## config.mk

```make
export PLATFORM = sky130hd
export DESIGN_NAME = srambank_req_ctrl_flat
export DESIGN_NICKNAME = d
export VERILOG_FILES = /design/src/rtl/srambank_req_ctrl_if.sv /design/src/rtl/srambank_req_ctrl.sv /design/src/flat_wrapper.sv
export SDC_FILE = /design/constraint.sdc
export NUM_CORES = 1
export LEC_CHECK = 0
export BUFFER_PORTS_ARGS = -buffer_cell sky130_fd_sc_hd__clkbuf_2
export CAP_MARGIN = 15
export CORE_ASPECT_RATIO = 0.75
export CORE_MARGIN = 5
export CORE_UTILIZATION = 30
export DETAILED_ROUTE_END_ITERATION = 12
export PLACE_DENSITY_LB_ADDON = 0.3
export SYNTH_ARGS = -nofsm -noshare
export SYNTH_HDL_FRONTEND = slang
export SYNTH_SLANG_ARGS = --single-unit
```

## constraint.sdc

```tcl
create_clock -name clk -period 25.3 [get_ports clk]
set_input_delay 1.265 -clock clk [delete_from_list [all_inputs] [get_ports clk]]
set_output_delay 1.265 -clock clk [all_outputs]
set_load 0.1 [all_outputs]
```

## src/rtl/srambank_req_ctrl_if.sv

```systemverilog
// Fabric-side request/response channels of the SRAM bank request controller.
// The master modport is the fabric and the slave modport is the controller.
interface srambank_req_ctrl_if #(
    parameter int ADDR_W = 8,
    parameter int DATA_W = 64
);
    logic              req_valid;
    logic              req_ready;
    logic              req_write;
    logic [ADDR_W-1:0] req_addr;
    logic [DATA_W-1:0] req_wdata;
    logic              rsp_valid;
    logic              rsp_ready;
    logic [DATA_W-1:0] rsp_rdata;

    modport master (
        output req_valid, req_write, req_addr, req_wdata, rsp_ready,
        input  req_ready, rsp_valid, rsp_rdata
    );

    modport slave (
        input  req_valid, req_write, req_addr, req_wdata, rsp_ready,
        output req_ready, rsp_valid, rsp_rdata
    );
endinterface

```

## src/rtl/srambank_req_ctrl.sv

```systemverilog
// In-order request FIFO and issue logic for one synchronous SRAM bank.
// A read is held back while an unconsumed response still owns the bank's dataout.
module srambank_req_ctrl #(
    parameter int ADDR_W     = 8,
    parameter int DATA_W     = 64,
    parameter int FIFO_DEPTH = 4
) (
    input  logic              clk,
    input  logic              reset,
    srambank_req_ctrl_if.slave bus,
    output logic [ADDR_W-1:0] ADDRESS,
    output logic [DATA_W-1:0] wd,
    output logic              banksel,
    output logic              read,
    output logic              write,
    input  logic [DATA_W-1:0] dataout,
    output logic              idle
);
    localparam int PTR_W = (FIFO_DEPTH > 1) ? $clog2(FIFO_DEPTH) : 1;
    localparam int CNT_W = PTR_W + 1;
    localparam logic [CNT_W-1:0] CNT_FULL = CNT_W'(FIFO_DEPTH);
    localparam logic [CNT_W-1:0] CNT_ONE  = CNT_W'(1);
    localparam logic [PTR_W-1:0] PTR_ONE  = PTR_W'(1);

    logic              fifo_write_r [FIFO_DEPTH];
    logic [ADDR_W-1:0] fifo_addr_r  [FIFO_DEPTH];
    logic [DATA_W-1:0] fifo_wdata_r [FIFO_DEPTH];

    logic [PTR_W-1:0] wr_ptr_r;
    logic [PTR_W-1:0] rd_ptr_r;
    logic [CNT_W-1:0] count_r;
    logic [CNT_W-1:0] count_nxt_s;
    logic             rsp_valid_r;
    logic             rsp_valid_nxt_s;

    logic              empty_s;
    logic              full_s;
    logic              push_s;
    logic              pop_s;
    logic              rsp_free_s;
    logic              head_write_s;
    logic [ADDR_W-1:0] head_addr_s;
    logic [DATA_W-1:0] head_wdata_s;
    logic              issue_read_s;
    logic              issue_write_s;

    // Pointers wrap naturally because the depth is a power of two.
    function automatic logic [PTR_W-1:0] ptr_inc(input logic [PTR_W-1:0] ptr);
        return ptr + PTR_ONE;
    endfunction

    assign empty_s    = (count_r == {CNT_W{1'b0}});
    assign full_s     = (count_r == CNT_FULL);
    assign rsp_free_s = !rsp_valid_r || bus.rsp_ready;

    assign head_write_s = fifo_write_r[rd_ptr_r];
    assign head_addr_s  = fifo_addr_r[rd_ptr_r];
    assign head_wdata_s = fifo_wdata_r[rd_ptr_r];

    // Acceptance is held off while reset is asserted and never looks at pop.
    assign bus.req_ready = !full_s && !reset;
    assign push_s        = bus.req_valid && bus.req_ready;
    assign pop_s         = issue_read_s || issue_write_s;

    // Issue decision from the FIFO head; reset aborts any op combinationally.
    always_comb begin
        issue_read_s  = 1'b0;
        issue_write_s = 1'b0;
        if (!empty_s && !reset) begin
            if (head_write_s) begin
                issue_write_s = 1'b1;
            end else if (rsp_free_s) begin
                issue_read_s = 1'b1;
            end else begin
                issue_read_s = 1'b0;
            end
        end else begin
            issue_write_s = 1'b0;
        end
    end

    assign ADDRESS = head_addr_s;
    assign wd      = head_wdata_s;
    assign banksel = issue_read_s || issue_write_s;
    assign read    = issue_read_s;
    assign write   = issue_write_s;

    // Occupancy update for simultaneous push and pop.
    always_comb begin
        count_nxt_s = count_r;
        case ({push_s, pop_s})
            2'b10:   count_nxt_s = count_r + CNT_ONE;
            2'b01:   count_nxt_s = count_r - CNT_ONE;
            default: count_nxt_s = count_r;
        endcase
    end

    // A read issued in the same cycle as a consume keeps the response valid.
    always_comb begin
        rsp_valid_nxt_s = rsp_valid_r;
        if (issue_read_s) begin
            rsp_valid_nxt_s = 1'b1;
        end else if (bus.rsp_ready) begin
            rsp_valid_nxt_s = 1'b0;
        end else begin
            rsp_valid_nxt_s = rsp_valid_r;
        end
    end

    // FIFO pointers, occupancy and response-valid state.
    always_ff @(posedge clk or posedge reset) begin
        if (reset) begin
            wr_ptr_r    <= {PTR_W{1'b0}};
            rd_ptr_r    <= {PTR_W{1'b0}};
            count_r     <= {CNT_W{1'b0}};
            rsp_valid_r <= 1'b0;
        end else begin
            if (push_s) begin
                wr_ptr_r <= ptr_inc(wr_ptr_r);
            end
            if (pop_s) begin
                rd_ptr_r <= ptr_inc(rd_ptr_r);
            end
            count_r     <= count_nxt_s;
            rsp_valid_r <= rsp_valid_nxt_s;
        end
    end

    // FIFO entry storage.
    always_ff @(posedge clk or posedge reset) begin
        if (reset) begin
            for (int i = 0; i < FIFO_DEPTH; i++) begin
                fifo_write_r[i] <= 1'b0;
                fifo_addr_r[i]  <= {ADDR_W{1'b0}};
                fifo_wdata_r[i] <= {DATA_W{1'b0}};
            end
        end else if (push_s) begin
            fifo_write_r[wr_ptr_r] <= bus.req_write;
            fifo_addr_r[wr_ptr_r]  <= bus.req_addr;
            fifo_wdata_r[wr_ptr_r] <= bus.req_wdata;
        end
    end

    assign bus.rsp_valid = rsp_valid_r;
    assign bus.rsp_rdata = dataout;
    assign idle          = empty_s && !rsp_valid_r;
endmodule

```

## src/flat_wrapper.sv

```systemverilog
// flat-port wrapper written by rule: the top's interface ports become plain ports
module srambank_req_ctrl_flat 
#(
    parameter int ADDR_W     = 8,
    parameter int DATA_W     = 64,
    parameter int FIFO_DEPTH = 4
)
  (clk, reset, ADDRESS, wd, banksel, read, write, dataout, idle, bus_req_valid, bus_req_write, bus_req_addr, bus_req_wdata, bus_rsp_ready, bus_req_ready, bus_rsp_valid, bus_rsp_rdata);
  srambank_req_ctrl_if #(.ADDR_W(ADDR_W), .DATA_W(DATA_W)) bus_i ();
  input  logic clk;
  input  logic reset;
  output logic [ADDR_W-1:0] ADDRESS;
  output logic [DATA_W-1:0] wd;
  output logic banksel;
  output logic read;
  output logic write;
  input  logic [DATA_W-1:0] dataout;
  output logic idle;
  input wire logic [$bits(bus_i.req_valid)-1:0] bus_req_valid;
  input wire logic [$bits(bus_i.req_write)-1:0] bus_req_write;
  input wire logic [$bits(bus_i.req_addr)-1:0] bus_req_addr;
  input wire logic [$bits(bus_i.req_wdata)-1:0] bus_req_wdata;
  input wire logic [$bits(bus_i.rsp_ready)-1:0] bus_rsp_ready;
  output wire logic [$bits(bus_i.req_ready)-1:0] bus_req_ready;
  output wire logic [$bits(bus_i.rsp_valid)-1:0] bus_rsp_valid;
  output wire logic [$bits(bus_i.rsp_rdata)-1:0] bus_rsp_rdata;
  assign bus_i.req_valid = bus_req_valid;
  assign bus_i.req_write = bus_req_write;
  assign bus_i.req_addr = bus_req_addr;
  assign bus_i.req_wdata = bus_req_wdata;
  assign bus_i.rsp_ready = bus_rsp_ready;
  assign bus_req_ready = bus_i.req_ready;
  assign bus_rsp_valid = bus_i.rsp_valid;
  assign bus_rsp_rdata = bus_i.rsp_rdata;
  srambank_req_ctrl #(.ADDR_W(ADDR_W), .DATA_W(DATA_W), .FIFO_DEPTH(FIFO_DEPTH)) u_core (.clk(clk), .reset(reset), .bus(bus_i), .ADDRESS(ADDRESS), .wd(wd), .banksel(banksel), .read(read), .write(write), .dataout(dataout), .idle(idle));
endmodule
```

Word-level counts from Yosys, hierarchy flattened
Index checks and enable logic that the tools add are counted.
{"block": "word_totals", "wordCells": 68, "output_inout_bits": 142, "input_bits": 141, "reg_bits": 300}
{"block": "op_classes", "n_lt_le_gt_ge": 3, "n_bitwise": 2, "eq_ne": 3, "mux": 26, "n_addsub": 4, "reduce_logical": 14}
{"op": "256-bit bitwise mux", "n": 1}
{"op": "64-bit 2-to-1 mux", "n": 3}
{"op": "64-bit binary-select mux with 2-bit select", "n": 1}
{"op": "64-bit demux with 2-bit select", "n": 1}
{"op": "32-bit bitwise mux", "n": 1}
{"op": "8-bit 2-to-1 mux", "n": 3}
{"op": "8-bit binary-select mux with 2-bit select", "n": 1}
{"op": "8-bit demux with 2-bit select", "n": 1}
{"op": "1-bit 2-to-1 mux", "n": 10}
{"op": "3-bit greater-or-equal comparator (second input constant)", "n": 2}
{"op": "2-bit inverter with 3-bit output", "n": 2}
{"op": "3-bit case mux with 2 select lines", "n": 1}
{"op": "1-bit logical AND", "n": 5}
{"op": "2-bit by 1-bit adder with 2-bit output (second input constant)", "n": 2}
{"op": "4-bit bitwise mux", "n": 1}
{"op": "1-bit logical NOT", "n": 4}
{"op": "2-bit nonzero test", "n": 2}
{"op": "3-bit by 1-bit adder with 3-bit output (second input constant)", "n": 1}
{"op": "3-bit == test (second input constant)", "n": 1}
{"op": "3-bit logical NOT", "n": 1}
{"op": "3-bit by 1-bit < comparator with 1-bit output (second input constant)", "n": 1}
{"op": "3-bit by 1-bit subtractor with 3-bit output (second input constant)", "n": 1}
{"op": "1-bit binary-select mux with 2-bit select", "n": 1}
{"op": "1-bit demux with 2-bit select", "n": 1}
{"op": "3 further kinds", "n": 4}

Depth between registers and ports, before layout
Gate-level depths: netlist of run 1.
{"block": "logic_depth", "word_depth": 9, "ltp_mapped": 11, "ltp_nobuf": 9}

Least setup slack after synthesis of run 1
No wires, ideal clock.
{"block": "synth_timing", "path_kind": "input-to-output", "start": "in reset", "end": "out bus_req_ready", "path_stages": 2, "arrival_time_ns": 8.720, "setup_slack_ns": 15.315, "required_ns": 24.035, "n_path_buf": 0, "path_cell_list": "inv_1 and2_1"}
{"block": "synth_via", "elab_chain_cells": 2}
{"element": "start, declared", "line": "flat_wrapper.sv:11", "source": "input logic reset;"}
{"element": "1-bit logical NOT", "line": "srambank_req_ctrl.sv:61", "source": "assign bus.req_ready = !full_s && !reset;"}
{"element": "1-bit logical AND", "line": "srambank_req_ctrl.sv:61"}
{"element": "end, declared", "line": "flat_wrapper.sv:24", "source": "output wire logic [$bits(bus_i.req_ready)-1:0] bus_req_ready;"}
No other way between the ends.

Worst setup path after layout of run 1
{"block": "layout_timing", "start": "reg u_core.rd_ptr_r[0]", "end": "out read"}
{"block": "layout_via", "elab_chain_cells": 6}
{"element": "start, declared", "line": "srambank_req_ctrl.sv:30", "source": "logic [PTR_W-1:0] rd_ptr_r;"}
{"element": "start signal, assigned", "line": "srambank_req_ctrl.sv:114", "source": "rd_ptr_r <= {PTR_W{1'b0}};"}
{"element": "start signal, assigned", "line": "srambank_req_ctrl.sv:122", "source": "rd_ptr_r <= ptr_inc(rd_ptr_r);"}
{"element": "2-bit inverter with 3-bit output (not written as such)", "line": "srambank_req_ctrl.sv:56", "source": "assign head_write_s = fifo_write_r[rd_ptr_r];"}
{"element": "1-bit binary-select mux with 2-bit select", "line": "srambank_req_ctrl.sv:56"}
{"element": "1-bit 2-to-1 mux (not written as such) (2 in a row)", "line": "srambank_req_ctrl.sv:56"}
{"element": "1-bit 2-to-1 mux", "line": "srambank_req_ctrl.sv:70", "source": "if (head_write_s) begin"}
{"element": "1-bit 2-to-1 mux", "line": "srambank_req_ctrl.sv:69", "source": "if (!empty_s && !reset) begin"}
{"element": "end, declared", "line": "flat_wrapper.sv:15", "source": "output logic read;"}
No other way between the ends. The select of a mux whose other input is x is not followed.

==> run metrics, run 1 <==
Async SR Flop Fraction 100%; Worst EP arrival 3.61 ns; CTS clk-pin slew, worst paths 0.06 ns; pre-CTS setup slack 20.85 ns; met2 routed WL 12900 um; post-cts gate resize count 0; hold path endpoint u_core.fifo_addr_r[3]; fmax 205 MHz; worst reg-to-reg path cell count 10; Post-synth top cells dfrtp_1, mux2_2, mux2_1; Worst EP required 24.03 ns; worst reg-to-reg setup slack 21.68 ns; Crit Path Max Fanout 39; syn nets 968; Final min period 4.87 ns; GRT overflow 0; CTS tree yes; met3 WL 1650 um; first-pass GRT wire length 47500 um; Slew @ Worst Pin 0.871 ns; H-tree depth 2; sequential area share after synthesis 54.7%; Sequential Area 7510 um^2; Ports 283; Critical Path Max Stage Delay 0.84 ns; Clk Latency, worst-skew pair 0.51 ns; Yosys top cell area share 54.7%; total wire length 29400 um; Syn. warnings 0; Worst slew margin 41.9%; diode count 0; final antenna-violating net count 0; # hold bufs at CTS 0; core area 44900 um^2; Post-synth EDFFs 0; Die Span X 257 um; multi-input logic area 5280 um^2; total CTS buffers 34; total number of vias 7134; worst path bufs/invs 2; Pre-antenna DRT Iters 4; met1 WL 14400 um; Worst Slack Setup Final 20.43 ns; routed length per placed instance 19.4 um; final setup violating endpoints 0; Total GRT Usage 11.8%; setup TNS 0 ns; slowest stage cell, crit path dfrtp_4; nets@finish 1056; capturing element type of the critical path output port; Final Slew Violations 0; Remaining DRCs 0; antenna violations before repair 1; routability cong. 0.683; hold depth 1; postcts setup bufs 0; WS Path Type flip-flop to output port; layout cells sized above 1 50.5%; vias per cell 4.70; cells after synthesis 821; unrepaired setup endpoints after global routing no; largest net degree at the start of global routing 127; CP delay by family, top buffers and inverters; number of port buffers 154; Area growth syn-to-layout 13.0%; post-layout util 34.5%; fill count 4375; min-delay worst type flip-flop to flip-flop; clk_skew 0.00843 ns; HPWL Detailed 18000 um; syn avg cell area 16.7 um^2; CTS max path bufs 3; largest area contributor in the netlist dfrtp_1; row cnt 67; highest metal used met5; Final Hold Viols 0; post-synthesis register bit count 300; critical path launch point type flip-flop; mapped cell area 13700 um^2; clock tree sinks 300; crit share post-route 19.3%; Critical R2R Capture u_core.count_r[2]; vias in the first global route 8037; Starting DRT DRC Count 257; chip height 195 um; FF-to-FF Start u_core.rd_ptr_r[0]; CTS root buf clkbuf_16; die area 50100 um^2; Most used DFF post-synth dfrtp_1; Netlist cell types 28; Initial Util 30.5%; worst hold slack 0.488 ns; most common cell in the netlist dfrtp_1; Critical Path, Cell by Cell buf_4 > mux4_2 > or3_1 > nor2_1 > clkbuf_2; top cells by area, synth dfrtp_1, mux2_2, mux4_2; max_cap viols 0; origin of the worst min-delay path u_core.fifo_addr_r[3]; status finished clean
## logic make-up (layout without fill, tap and decap cells)
family,count (synthesis),count (layout),share of synthesized area (%)
adder cells (fa/ha/maj),6,6,0.602
multiplexers,369,369,36.3
flip-flops,300,300,54.7
XOR/XNOR,5,5,0.319
buffers and inverters,119,229,6.75
AND/OR/NAND/NOR,17,17,1.06
AO/OA/AOI/OAI,5,5,0.265
## metal layers
metal / GRT usage (%) / up-vias
li1: - / 3145
met1: 17.2 / 3802
met2: 17.4 / 144
met3: 3.73 / 41
met4: 2.46 / 2
met5: 0 / -
## layout by cell type (no fill, tap or decap), drive strengths merged
| cell type | instances |
|---|---|
| a21oi | 1 |
| or3b | 1 |
| a211o | 1 |
| nor4 | 1 |
| a2111oi | 1 |
| nor3 | 2 |
| o21ai | 1 |
| bufinv | 2 |
| inv | 9 |
| mux2i | 3 |
| a211oi | 1 |
| mux4 | 73 |
| nand2b | 1 |
| clkbuf | 201 |
| xnor2 | 2 |
| nand3 | 5 |
| mux2 | 293 |
| clkinv | 5 |
| nor2 | 2 |
| dfrtp | 300 |
| fa | 1 |
| or3 | 1 |
| buf | 9 |
| ha | 5 |
| nor2b | 2 |
| clkinvlp | 3 |
| and2 | 2 |
| xor2 | 3 |
## flip-flops by register name, summed over array words and instances, names as in the netlist
signal                count
u_core.fifo_write_r       4
u_core.wr_ptr_r           2
u_core.fifo_addr_r       32
u_core.count_r            3
u_core.bus.rsp_valid      1
u_core.rd_ptr_r           2
u_core.fifo_wdata_r     256
## final cells by class
| type | instances | area share (%) |
|---|---|---|
| Multi-Input combinational cell | 402 | 34.1 |
| Timing Repair Buffer | 163 | 5.41 |
| Clock inverter | 11 | 0.751 |
| Tap cell | 586 | 4.73 |
| Clock buffer | 47 | 6.33 |
| Sequential cell | 300 | 48.5 |
| Inverter | 8 | 0.242 |
## through the flow
step / cells / cell area, um^2
2_1_floorplan: 821 / 13700
3_3_place_gp: 1459 / 14400
3_5_place_dp: 1459 / 14400
4_1_cts: 1517 / 15500
5_1_grt: 1517 / 15500
6_report: 1517 / 15500
## how the worst max path moves through the flow
stage | from | endpoint | cells past startpoint
floorplan | reset | bus_req_ready | 2
global placement | u_core.rd_ptr_r[0] | read | 5
detailed placement | u_core.rd_ptr_r[0] | read | 5
CTS | u_core.rd_ptr_r[0] | read | 5
global route | u_core.rd_ptr_r[0] | read | 5
finish | u_core.rd_ptr_r[0] | read | 5
## worst reg2reg max path, delay by kind of cell, from the launching register on
family | cells | cell delay, ns
XOR/XNOR | 2 | 0.30
adder cells (fa/ha/maj) | 2 | 0.67
AO/OA/AOI/OAI | 1 | 0.34
flip-flops | 1 | 0.84
buffers and inverters | 3 | 0.96
multiplexers | 1 | 0.32
AND/OR/NAND/NOR | 1 | 0.11
Power of run 1 is left out: the tool's default activity adds up to more than one toggle a clock period on the data nets, which glitch-free logic cannot reach.
==> inputs of run 2 (changes only) <==
==> constraint.sdc (replaced) <==
create_clock -name clk -period 4.76 [get_ports clk]
set_input_delay 0.238 -clock clk [delete_from_list [all_inputs] [get_ports clk]]
set_output_delay 0.238 -clock clk [all_outputs]
set_load 0.1 [all_outputs]
==> run metrics, run 2 (synthesized netlist as in run 1, its figures left out) <==
status finished clean; slowest stage cell, crit path dfrtp_4; Worst EP required 4.52 ns; total CTS buffers 34; capturing element type of the critical path output port; routed length per placed instance 18.9 um; postcts setup bufs 0; WS Path Type flip-flop to output port; Critical R2R Capture u_core.count_r[2]; clock tree sinks 300; Pre-antenna DRT Iters 4; hold depth 3; worst path bufs/invs 2; fmax 290 MHz; vias in the first global route 8441; first-pass GRT wire length 49300 um; Final min period 3.45 ns; Initial Util 30.5%; die area 50100 um^2; FF-to-FF Start u_core.rd_ptr_r[0]; biggest regs u_core.fifo_wdata_r x256, u_core.fifo_addr_r x32, u_core.fifo_write_r x4; Clk Latency, worst-skew pair 0.51 ns; final antenna-violating net count 0; CTS root buf clkbuf_16; CTS tree yes; Critical Path, Cell by Cell buf_4 > mux4_2 > clkbuf_2; HPWL Detailed 17600 um; row cnt 67; CP delay by family, top buffers and inverters; Final Slew Violations 0; Worst EP arrival 3.21 ns; origin of the worst min-delay path bus_rsp_ready; max reg flops 256; CTS max path bufs 3; final setup violating endpoints 0; Total GRT Usage 12.1%; CTS clk-pin slew, worst paths 0.06 ns; largest net degree at the start of global routing 150; core area 44900 um^2; most common cell after layout, fill and taps aside dfrtp_1; worst reg-to-reg path cell count 9; Area growth syn-to-layout 18.7%; unrepaired setup endpoints after global routing no; vias per cell 4.70; Slew @ Worst Pin 1.13 ns; total wire length 30100 um; Final Hold Viols 0; nets@finish 1130; routability cong. 0.668; Starting DRT DRC Count 335; number of port buffers 154; crit share post-route 72.4%; layout cells sized above 1 46.6%; H-tree depth 2; Largest Register u_core.fifo_wdata_r; Remaining DRCs 0; total number of vias 7467; antenna violations before repair 1; chip height 195 um; min-delay worst type primary input to flip-flop; worst reg-to-reg setup slack 1.78 ns; hold path endpoint u_core.bus.rsp_valid; Ports 283; post-layout util 36.2%; clk_skew 0.0109 ns; Critical Path Max Stage Delay 0.96 ns; Die Span X 257 um; Crit Path Max Fanout 38; Worst slew margin 24.8%; max_cap viols 0; most frequent cells in the layout dfrtp_1, mux2_2, clkbuf_2; GRT overflow 0; critical path launch point type flip-flop
==> run 2: changes by cell type in the layout (fill, tap and decap cells not counted) <==
cell           change
diode_2            +1
buf_12             +2
clkinvlp_4         -1
a211oi_1           -1
buf_4              -2
inv_8              -1
clkinv_2           -4
dlygate4sd3_1     +74
clkbuf_1           +1
a211oi_2           +1
clkinv_8           +2
==> run 2: worst max path at each step <==
| stage | endpoint | slack (ns) | start | cells after the start |
|---|---|---|---|---|
| 2_1_floorplan | bus_req_ready | -1.06 | reset | 2 |
| 3_3_place_gp | wd[63] | 1.77 | u_core.rd_ptr_r[0] | 3 |
| 3_5_place_dp | u_core.count_r[2] | 1.74 | u_core.rd_ptr_r[0] | 9 |
| 4_1_cts | wd[63] | 1.20 | u_core.rd_ptr_r[0] | 3 |
| 5_1_grt | wd[63] | 1.14 | u_core.rd_ptr_r[0] | 3 |
| 6_report | wd[63] | 1.31 | u_core.rd_ptr_r[0] | 3 |
==> run 2: layout make-up <==
type	instances	area, um^2
clock buffer	48	985
clock inverter	7	114
fill	4266	28700
sequential	300	7510
inverter	8	33.8
tap	586	733
timing repair buffer	237	1600
multi-input combinational	402	5290
antenna	1	2.50
==> run 2: repair_timing <==
action | 4_1_cts | 5_1_grt
hold buffers | 74 | 0
hold endpoints to repair | 289 | 0
gates resized for setup | 0 | 0
==> run 2: layer usage <==
metal	track usage [%]	vias up	wire, um
li1	-	3279	-
met1	17.3	3997	14700
met2	18.4	152	13400
met3	3.47	39	1490
met4	2.48	0	473
met5	0	-	0
==> run 2: through the flow <==
step	instances	TNS, ns	cell area [um^2]	setup WS, ns	hold WS [ns]
floorplan	821	-1.06	13700	-1.06	0.370
global placement	1459	0	14400	1.77	0.265
detailed placement	1459	0	14400	1.74	0.265
CTS	1588	0	16300	1.20	0.0451
global route	1589	0	16300	1.14	0.0853
finish	1589	0	16300	1.31	0.0725
==> run 2: worst reg2reg max path: stages (launching register included) <==
cell      delay (ns)
dfrtp_4         0.96
inv_1           0.20
mux2_2          0.34
a211oi_2        0.27
ha_1            0.23
inv_1           0.07
fa_1            0.43
xor2_1          0.15
nor2_1          0.11
xor2_1          0.16
Power of run 2 is left out for the same reason.
==> inputs of run 3 (changes only) <==
--- a/config.mk
+++ b/config.mk
@@ -5,6 +5,7 @@
 export SDC_FILE = /design/constraint.sdc
 export NUM_CORES = 1
 export LEC_CHECK = 0
+export ABC_AREA = 1
 export BUFFER_PORTS_ARGS = -buffer_cell sky130_fd_sc_hd__clkbuf_2
 export CAP_MARGIN = 15
 export CORE_ASPECT_RATIO = 0.75
==> constraint.sdc (replaced) <==
create_clock -name clk -period 3.1 [get_ports clk]
set_input_delay 0.155 -clock clk [delete_from_list [all_inputs] [get_ports clk]]
set_output_delay 0.155 -clock clk [all_outputs]
set_load 0.1 [all_outputs]
==> run metrics, run 3 <==
status finished clean; Pre-antenna DRT Iters 5; syn avg cell area 9.10 um^2; CTS tree yes; HPWL Detailed 21200 um; number of port buffers 154; Final Hold Viols 0; nets@finish 1810; Most used DFF post-synth dfrtp_1; fmax 355 MHz; WS Path Type flip-flop to output port; Starting DRT DRC Count 833; cells after synthesis 1548; vias in the first global route 10800; top cells by area, synth dfrtp_1, nand2_1, o21ai_1; antenna violations before repair 0; first-pass GRT wire length 59700 um; Worst slew margin 42.4%; largest area contributor in the netlist dfrtp_1; Yosys top cell area share 53.3%; Netlist cell types 24; min-delay worst type primary input to flip-flop; Clk Latency, worst-skew pair 0.53 ns; total number of vias 10800; Final Slew Violations 0; max reg flops 256; total CTS buffers 34; CTS clk-pin slew, worst paths 0.06 ns; largest net degree at the start of global routing 147; max_cap viols 0; final antenna-violating net count 0; final setup violating endpoints 0; worst path bufs/invs 3; Slew @ Worst Pin 0.864 ns; total wire length 36700 um; mapped cell area 14100 um^2; sequential area share after synthesis 53.3%; worst hold slack 0.0253 ns; row cnt 68; Die Span X 260 um; vias per cell 4.68; syn nets 1695; Initial Util 30.5%; routed length per placed instance 15.8 um; Ports 283; Area growth syn-to-layout 22.1%; post-cts gate resize count 0; Remaining DRCs 0; CTS root buf clkbuf_16; Largest Register u_core.fifo_wdata_r; Total GRT Usage 14.2%; H-tree depth 2; capturing element type of the critical path output port; Worst EP arrival 2.66 ns; biggest regs u_core.fifo_wdata_r x256, u_core.fifo_addr_r x32, u_core.fifo_write_r x4; diode count 0; GRT overflow 0; Syn. warnings 0; setup TNS 0 ns; layout cells sized above 1 19.6%; Post-synth top cells nand2_1, dfrtp_1, o21ai_1; most common cell after layout, fill and taps aside nand2_1; clock tree sinks 300; chip height 198 um; core area 46200 um^2; slowest stage cell, crit path buf_4; CTS max path bufs 3; CP delay by family, top buffers and inverters; crit share post-route 90.9%; most frequent cells in the layout nand2_1, dfrtp_1, o21ai_1; post-synthesis register bit count 300; most common cell in the netlist nand2_1; post-layout util 37.2%; unrepaired setup endpoints after global routing no; # hold bufs at CTS 74; routability cong. 0.719; Crit Path Max Fanout 69; postcts setup bufs 0; Post-synth EDFFs 0; Critical Path, Cell by Cell inv_4 > buf_4 > o21ai_0 > o22ai_1 > clkbuf_2; clk_skew 0.0320 ns; Critical Path Max Stage Delay 0.58 ns; fill count 4665; Worst EP required 2.94 ns; Final min period 2.82 ns; critical path launch point type flip-flop; Async SR Flop Fraction 100%; die area 51400 um^2
-- run 3: cell types whose count changed after synthesis, sizes merged, moves of 3 or more --
cell,before,now
nor2,2,146
mux2i,3,0
mux4,73,0
o21ai,1,438
nand3,5,10
mux2,293,0
o22ai,0,72
nand2,0,307
inv,8,84
clkbuf,0,38
buf,111,137
a21oi,1,4
-- run 3: stage by stage --
| stage | instance area [um^2] | std cells | setup WS, ns |
|---|---|---|---|
| 2_1_floorplan | 14100 | 1548 | -1.04 |
| 3_3_place_gp | 15300 | 2183 | 0.685 |
| 3_5_place_dp | 15300 | 2183 | 0.706 |
| 4_1_cts | 17200 | 2318 | 0.254 |
| 5_1_grt | 17200 | 2318 | 0.0972 |
| 6_report | 17200 | 2318 | 0.282 |
-- run 3: final cells by class --
type                    instances  area, um^2  area share (%)
clock inverters                11         163           0.946
well taps                     630         788            4.58
flip-flops and latches        300        7510            43.7
multi-input cells             988        4920            28.6
inverters                      85         325            1.89
repair buffers                254        2460            14.3
clock buffers                  50        1020            5.94
-- run 3: kinds of logic (layout without fill, tap and decap cells) --
| group | count (synthesis) | in the layout | share of synthesized area [%] |
|---|---|---|---|
| adder cells (fa/ha/maj) | 6 | 6 | 0.586 |
| AO/OA/AOI/OAI | 514 | 514 | 21.2 |
| buffers and inverters | 260 | 400 | 12.0 |
| flip-flops | 300 | 300 | 53.3 |
| AND/OR/NAND/NOR | 464 | 464 | 12.6 |
| XOR/XNOR | 4 | 4 | 0.249 |
-- run 3: path summary, 6_finish.rpt --
path | from | to | slack [ns] | cells past startpoint
worst max-delay path | u_core.rd_ptr_r[0] | ADDRESS[1] | 0.28 | 5
worst min-delay path | bus_req_write | u_core.fifo_write_r[0] | 0.03 | 3
worst max register to register | u_core.count_r[2] | u_core.count_r[2] | 0.66 | 10
worst min register to register | u_core.fifo_wdata_r[137] | u_core.fifo_wdata_r[137] | 0.47 | 2
max in group asynchronous | reset | u_core.fifo_addr_r[24] | 1.66 | 5
min in group asynchronous | reset | u_core.fifo_wdata_r[173] | 0.41 | 3
-- run 3: worst register-to-register path: stages, from the launching register on --
cell and delay [ns]:
dfrtp_1 0.43, inv_1 0.09, a21oi_1 0.25, nand3_1 0.19, nand2_1 0.22, ha_1 0.21, inv_1 0.08, fa_1 0.43
a21oi_1 0.15, o21ai_0 0.13, xor2_1 0.16
-- run 3: per-layer routing --
| layer | wire, um | part of all wire [%] | GRT usage [%] | vias to the layer above |
|---|---|---|---|---|
| met5 | 0 | 0 | 0 | - |
| met4 | 592 | 1.6 | 3.25 | 0 |
| met3 | 1920 | 5.2 | 3.00 | 45 |
| met2 | 16500 | 45 | 22.6 | 235 |
| met1 | 17700 | 48 | 20.0 | 5262 |
| li1 | - | - | - | 5302 |
Power of run 3 is left out for the same reason.
